[config.mk]
export PLATFORM = sky130hd
export DESIGN_NAME = div
export DESIGN_NICKNAME = d
export VERILOG_FILES = /design/src/rtl/div.sv
export SDC_FILE = /design/constraint.sdc
export NUM_CORES = 1
export LEC_CHECK = 0
export CORE_AREA = 2 2 161 163
export DETAILED_ROUTE_END_ITERATION = 10
export DIE_AREA = 0 0 163 165
export DONT_BUFFER_PORTS = 1
export PLACE_DENSITY_LB_ADDON = 0.2
export SLEW_MARGIN = 10
export SYNTH_ARGS = -nofsm -noshare
export SYNTH_HDL_FRONTEND = slang
export SYNTH_SLANG_ARGS = --single-unit
[constraint.sdc]
create_clock -name clk -period 3.4 [get_ports clk]
set_input_delay 0.34 -clock clk [delete_from_list [all_inputs] [get_ports clk]]
set_output_delay 0.34 -clock clk [all_outputs]
set_load 0.005 [all_outputs]
[src/rtl/div.sv]
// ---------------------------------------------------------------------------
// div - multi-cycle 32-bit integer divider (DIV / DIVU responder for EX)
//
// Radix-2 restoring division, one quotient bit per clock. Signed requests are
// reduced to magnitudes at capture and the signs are restored when the
// iterations finish.
//
// Ports:
//   clk           rising-edge clock
//   rst           asynchronous reset, active low
//   signed_div_i  1 = signed (DIV), 0 = unsigned (DIVU)
//   opdata1_i     dividend
//   opdata2_i     divisor
//   start_i       request, held high until ready_o is seen
//   annul_i       cancels the in-flight operation
//   result_o      {remainder, quotient}, registered
//   ready_o       result valid, registered
//
// Build option:
//   DIV_FAST_EN   when defined, a request whose dividend magnitude is below the
//                 divisor magnitude finishes on the edge after capture.
//
// state        | meaning
// -------------+-------------------------------------------------------------
// DIV_FREE     | idle, outputs 0, waits for start_i without annul_i
// DIV_BY_ZERO  | divisor was 0, result 0 presented on the next edge
// DIV_ON       | shifting/subtracting one quotient bit per edge
// DIV_END      | result held while start_i stays high
// ---------------------------------------------------------------------------
module div #(
  parameter int DATA_W = 32,
  parameter int CNT_W  = 6
) (
  input  logic                  clk,
  input  logic                  rst,
  input  logic                  signed_div_i,
  input  logic [DATA_W-1:0]     opdata1_i,
  input  logic [DATA_W-1:0]     opdata2_i,
  input  logic                  start_i,
  input  logic                  annul_i,
  output logic [2*DATA_W-1:0]   result_o,
  output logic                  ready_o
);

  localparam logic [1:0] DIV_FREE    = 2'd0;
  localparam logic [1:0] DIV_BY_ZERO = 2'd1;
  localparam logic [1:0] DIV_ON      = 2'd2;
  localparam logic [1:0] DIV_END     = 2'd3;

  localparam logic [CNT_W-1:0] CNT_LAST = CNT_W'(DATA_W);

  logic [1:0]          r_state;
  logic [CNT_W-1:0]    r_cnt;
  // {remainder, quotient}; the bit shifted out of the top feeds the trial
  // subtraction, which makes this the 65-bit partial without storing bit 64.
  logic [2*DATA_W-1:0] r_work;
  logic [DATA_W-1:0]   r_divisor;
  // Sign flags are only set for signed requests, so they double as the
  // "correction needed" indicators.
  logic                r_neg1;
  logic                r_neg2;

  logic                w_neg1;
  logic                w_neg2;
  logic [DATA_W-1:0]   w_mag1;
  logic [DATA_W-1:0]   w_mag2;
  logic                w_fast;
  logic [2*DATA_W:0]   w_shift;
  logic [DATA_W:0]     w_trial;
  logic                w_ge;
  logic [DATA_W-1:0]   w_quot;
  logic [DATA_W-1:0]   w_rem;
  logic [DATA_W-1:0]   w_quot_fix;
  logic [DATA_W-1:0]   w_rem_fix;
  logic                w_stop;

  assign w_neg1 = signed_div_i & opdata1_i[DATA_W-1];
  assign w_neg2 = signed_div_i & opdata2_i[DATA_W-1];
  assign w_mag1 = w_neg1 ? (~opdata1_i + DATA_W'(1)) : opdata1_i;
  assign w_mag2 = w_neg2 ? (~opdata2_i + DATA_W'(1)) : opdata2_i;

`ifdef DIV_FAST_EN
  assign w_fast = (w_mag1 < w_mag2);
`else
  assign w_fast = 1'b0;
`endif

  assign w_shift = {r_work, 1'b0};
  assign w_trial = w_shift[2*DATA_W:DATA_W] - {1'b0, r_divisor};
  // A set shifted-out bit means the upper part is >= 2^DATA_W, always above
  // the divisor; otherwise the borrow of the 33-bit subtraction decides.
  assign w_ge    = w_shift[2*DATA_W] | ~w_trial[DATA_W];

  assign w_quot     = r_work[DATA_W-1:0];
  assign w_rem      = r_work[2*DATA_W-1:DATA_W];
  assign w_quot_fix = (r_neg1 ^ r_neg2) ? (~w_quot + DATA_W'(1)) : w_quot;
  assign w_rem_fix  = r_neg1 ? (~w_rem + DATA_W'(1)) : w_rem;

  assign w_stop = annul_i | ~start_i;

  always_ff @(posedge clk or negedge rst) begin
    if (!rst) begin
      r_state   <= DIV_FREE;
      r_cnt     <= '0;
      r_work    <= '0;
      r_divisor <= '0;
      r_neg1    <= 1'b0;
      r_neg2    <= 1'b0;
      ready_o   <= 1'b0;
      result_o  <= '0;
    end else begin
      case (r_state)
        DIV_FREE: begin
          ready_o  <= 1'b0;
          result_o <= '0;
          if (start_i && !annul_i) begin
            if (opdata2_i == '0) begin
              r_state <= DIV_BY_ZERO;
            end else begin
              r_divisor <= w_mag2;
              r_neg1    <= w_neg1;
              r_neg2    <= w_neg2;
              r_state   <= DIV_ON;
              if (w_fast) begin
                // Quotient is 0 and the remainder is the dividend magnitude:
                // preload the finished partial and skip straight to the
                // finish edge, which restores the signs as usual.
                r_work <= {w_mag1, {DATA_W{1'b0}}};
                r_cnt  <= CNT_LAST;
              end else begin
                r_work <= {{DATA_W{1'b0}}, w_mag1};
                r_cnt  <= '0;
              end
            end
          end
        end

        DIV_BY_ZERO: begin
          r_state  <= DIV_END;
          ready_o  <= 1'b1;
          result_o <= '0;
        end

        DIV_ON: begin
          if (w_stop) begin
            r_state  <= DIV_FREE;
            ready_o  <= 1'b0;
            result_o <= '0;
          end else if (r_cnt != CNT_LAST) begin
            if (w_ge) begin
              r_work <= {w_trial[DATA_W-1:0], w_shift[DATA_W-1:1], 1'b1};
            end else begin
              r_work <= w_shift[2*DATA_W-1:0];
            end
            r_cnt <= r_cnt + CNT_W'(1);
          end else begin
            r_state  <= DIV_END;
            ready_o  <= 1'b1;
            result_o <= {w_rem_fix, w_quot_fix};
          end
        end

        DIV_END: begin
          if (w_stop) begin
            r_state  <= DIV_FREE;
            ready_o  <= 1'b0;
            result_o <= '0;
          end
        end

        default: begin
          r_state  <= DIV_FREE;
          ready_o  <= 1'b0;
          result_o <= '0;
        end
      endcase
    end
  end

endmodule
==> metrics.yaml <==
cts:
  cts_made_buffers: 17
  clockRootBuffer: "clkbuf_16"
  numClockSinks: 171
  clk_path_buf_depth: 2
  clk_latency_ns: 0.43
  clkTransAtPathRegs_ns: 0.07
  cts_tree: "built"
  h-tree-depth: 4
job:
  cap_violations: 0
final_layout:
  nNetsFinal: 1505
  diodes: 0
  fill_cells: 2441
  final_core_util_pct: 49.9
  synthToLayoutAreaGrowth_pct: 11.4
  drive_above_1_share_pct: 8.11
synthesis:
  yosys-top-cells-count: "nand2_1 (193), o21ai_0 (182), dfrtp_1 (171)"
  yosys.area.top_type: "dfrtp_1"
  syn_avg_cell_area_sq_um: 8.09
  netlist_top_cells_area: "dfrtp_1 (38%), o21ai_0 (8.1%), nand2_1 (6.5%), xor2_1 (6.3%), a21oi_1 (6.1%)"
  netlist_area_sq_um: 11200
  synthArstFlopShare_pct: 100
  synthFlopType: "dfrtp_1"
  ys_types: 53
  synth_cells: 1386
  yosysSeqAreaShare_pct: 38.2
  synth-seq-cells: 171
  syn_nets: 1498
  synth-edff-count: 0
  ys_warn_count: 0
  synth_most_common_cell: "nand2_1"
  yosysTopAreaCellShare_pct: 38.2
critical_path:
  r2r-start: "r_work[42]"
  crit_chain: "or4_4 > or4_4 > or2_4 > or4_4 > or3_4 > or3_4 > o41ai_4 > xor2_1 > o31ai_1"
  cp_max_fo: 4
  crit_top_cell: "or4_4"
  required_ns: 3.74
  path_depth: 9
  crit_path_end: "result_o[63]"
  cp.arrival_ns: 3.76
  r2r_end: "result_o[63]"
  cp_num_buf_inv: 0
  crit_path_start: "r_work[42]"
  r2r_slack_ns: -0.02
  end_kind: "flop"
  cpPeakStageDelay_ns: 0.54
  path_delay_family: "simple AND/OR/NAND/NOR gates"
  r2r.worst_path.cells: 9
  cpMaxStageDelayCell: "or4_4"
  criticalPathCategory: "flop to flop"
  worstSetupStartpointType: "flop"
global_route:
  antenna_found_initial: 0
  grt_overflow: 0
  grt_pass1_vias: 9185
  grt_pass1_wl_mm: 47.6
  grt_max_degree: 172
  grt_usage_pct: 22.1
drt:
  drt_iter0_drc: 722
  antenna_left: 0
  routedWlPerCell_um: 16.5
  dr.pass1.iters: 5
  drt_wl_total_mm: 28.7
  drcViolationCount: 0
  dr_total_vias: 9635
  vias_per_cell: 5.55
sta:
  slew_headroom_pct: 53.2
  tns_ns: -0.0195
  setup_slack_ns: -0.0195
  fmax_ghz: 0.292
  skew_ns: 0.0128
  worst_slew_pin_slew_ns: 0.703
  rsz0062_at_grt: "yes"
  holdWs_ns: -0.404
  finalHoldViolations: 171
  setup_viol: 1
  slew_viol_final: 0
  min_period_ns: 3.42
  finalCritPeriodShare_pct: 101
worst_hold_path:
  hold_path_class: "primary input to asynchronous set/reset pin"
place:
  dpl.hpwl_mm: 21.5
  place_congestion: 0.859
  place_ws_ns: -0.0683
  io_buffers: 0
floorplan:
  chipHeight_um: 165
  die-area_sq_um: 26900
  rows: 58
  die_x_um: 163
  num_io_pins: 134
  coreArea_sq_um: 25000
  start_util_pct: 44.8
power:
  irDropWorstVdd_v: 0.000322
  p_leak_nw: 5.56
  power_density_nw_per_um2: 710
  power_mw: 8.86
run_status:
  outcome: "finished, violations left"
  violations: "hold timing, setup timing"
area by class of cell:
type / instances / area, sq um / area share, %
multi-input cells: 1089 / 6530 / 52.3
well taps: 330 / 413 / 3.31
flip-flops and latches: 171 / 4280 / 34.3
clock inverters: 14 / 134 / 1.07
repair buffers: 60 / 500 / 4.01
clock buffers: 18 / 429 / 3.44
inverters: 54 / 203 / 1.62
cell families (layout without fill, tap and decap cells):
group | Yosys count | count (layout) | share of synthesized area [%]
flip-flops | 171 | 171 | 38.2
AND/OR/NAND/NOR | 459 | 459 | 18.4
buffers and inverters | 126 | 146 | 4.22
multiplexers | 8 | 8 | 0.715
AO/OA/AOI/OAI | 437 | 437 | 22.5
adder cells (fa/ha/maj) | 43 | 43 | 4.87
XOR/XNOR | 142 | 142 | 11.1
layout by cell type, fill, tap and decap left out, types with 28 or more instances in the layout:
cell and n:
a21oi_1 134, o21ai_0 182, inv_1 54, nand2_1 192, nor2_1 123, o31ai_1 28, buf_4 56, dfrtp_1 171
xnor2_1 62, ha_1 41, xor2_1 80
through the flow:
| stage | cells | area [sq um] |
|---|---|---|
| after CTS | 1733 | 12400 |
| final | 1736 | 12500 |
| after global placement | 1701 | 11900 |
| after floorplan | 1386 | 11200 |
| after detailed placement | 1701 | 11900 |
| after global routing | 1736 | 12500 |
state kept, by name, indices dropped and copies added, names as in the netlist:
register and count:
r_work 64, r_neg2 1, ready_o 1, r_cnt 6, r_divisor 32, result_o 64, r_state 2, r_neg1 1
power breakdown:
group	switching (mW)	leakage [nW]	total, mW	internal (mW)
Combinational	2.39	3.04	3.98	1.59
Sequential	0.457	2.25	2.98	2.52
Clock	0.879	0.261	1.90	1.02
how the worst min path moves through the flow:
stage	endpoint	slack, ns	cells after the start	from
5_1_grt	result_o[20]	-0.43	0	rst
3_3_place_gp	result_o[21]	0.05	0	rst
6_report	result_o[20]	-0.40	0	rst
3_5_place_dp	result_o[20]	0.05	0	rst
2_1_floorplan	r_cnt[0]	0.04	0	rst
4_1_cts	result_o[20]	-0.42	0	rst
worst register-to-register path: cells and delay by family, from the launching register on:
kind	cells	cell delay, ns
flip-flops	1	0.38
AND/OR/NAND/NOR	6	2.43
AO/OA/AOI/OAI	2	0.44
XOR/XNOR	1	0.10
per-layer routing:
| layer | GRT usage (%) | share of wire (%) | vias to the layer above |
|---|---|---|---|
| met5 | 0 | 0 | - |
| met3 | 3.99 | 6.4 | 31 |
| met4 | 5.67 | 1.2 | 0 |
| met1 | 32.0 | 49 | 4464 |
| met2 | 33.9 | 43 | 269 |
| li1 | - | - | 4871 |
repair_timing:
| action | CTS | global route |
|---|---|---|
| endpoints found under the setup margin | 3 | 8 |
| buffers inserted | 0 | 3 |
| gates resized for setup | 3 | 8 |
| pin swaps | 0 | 3 |
| endpoints found under the hold margin | 171 | 171 |
Note: power is estimated with default switching activity, not from simulation.
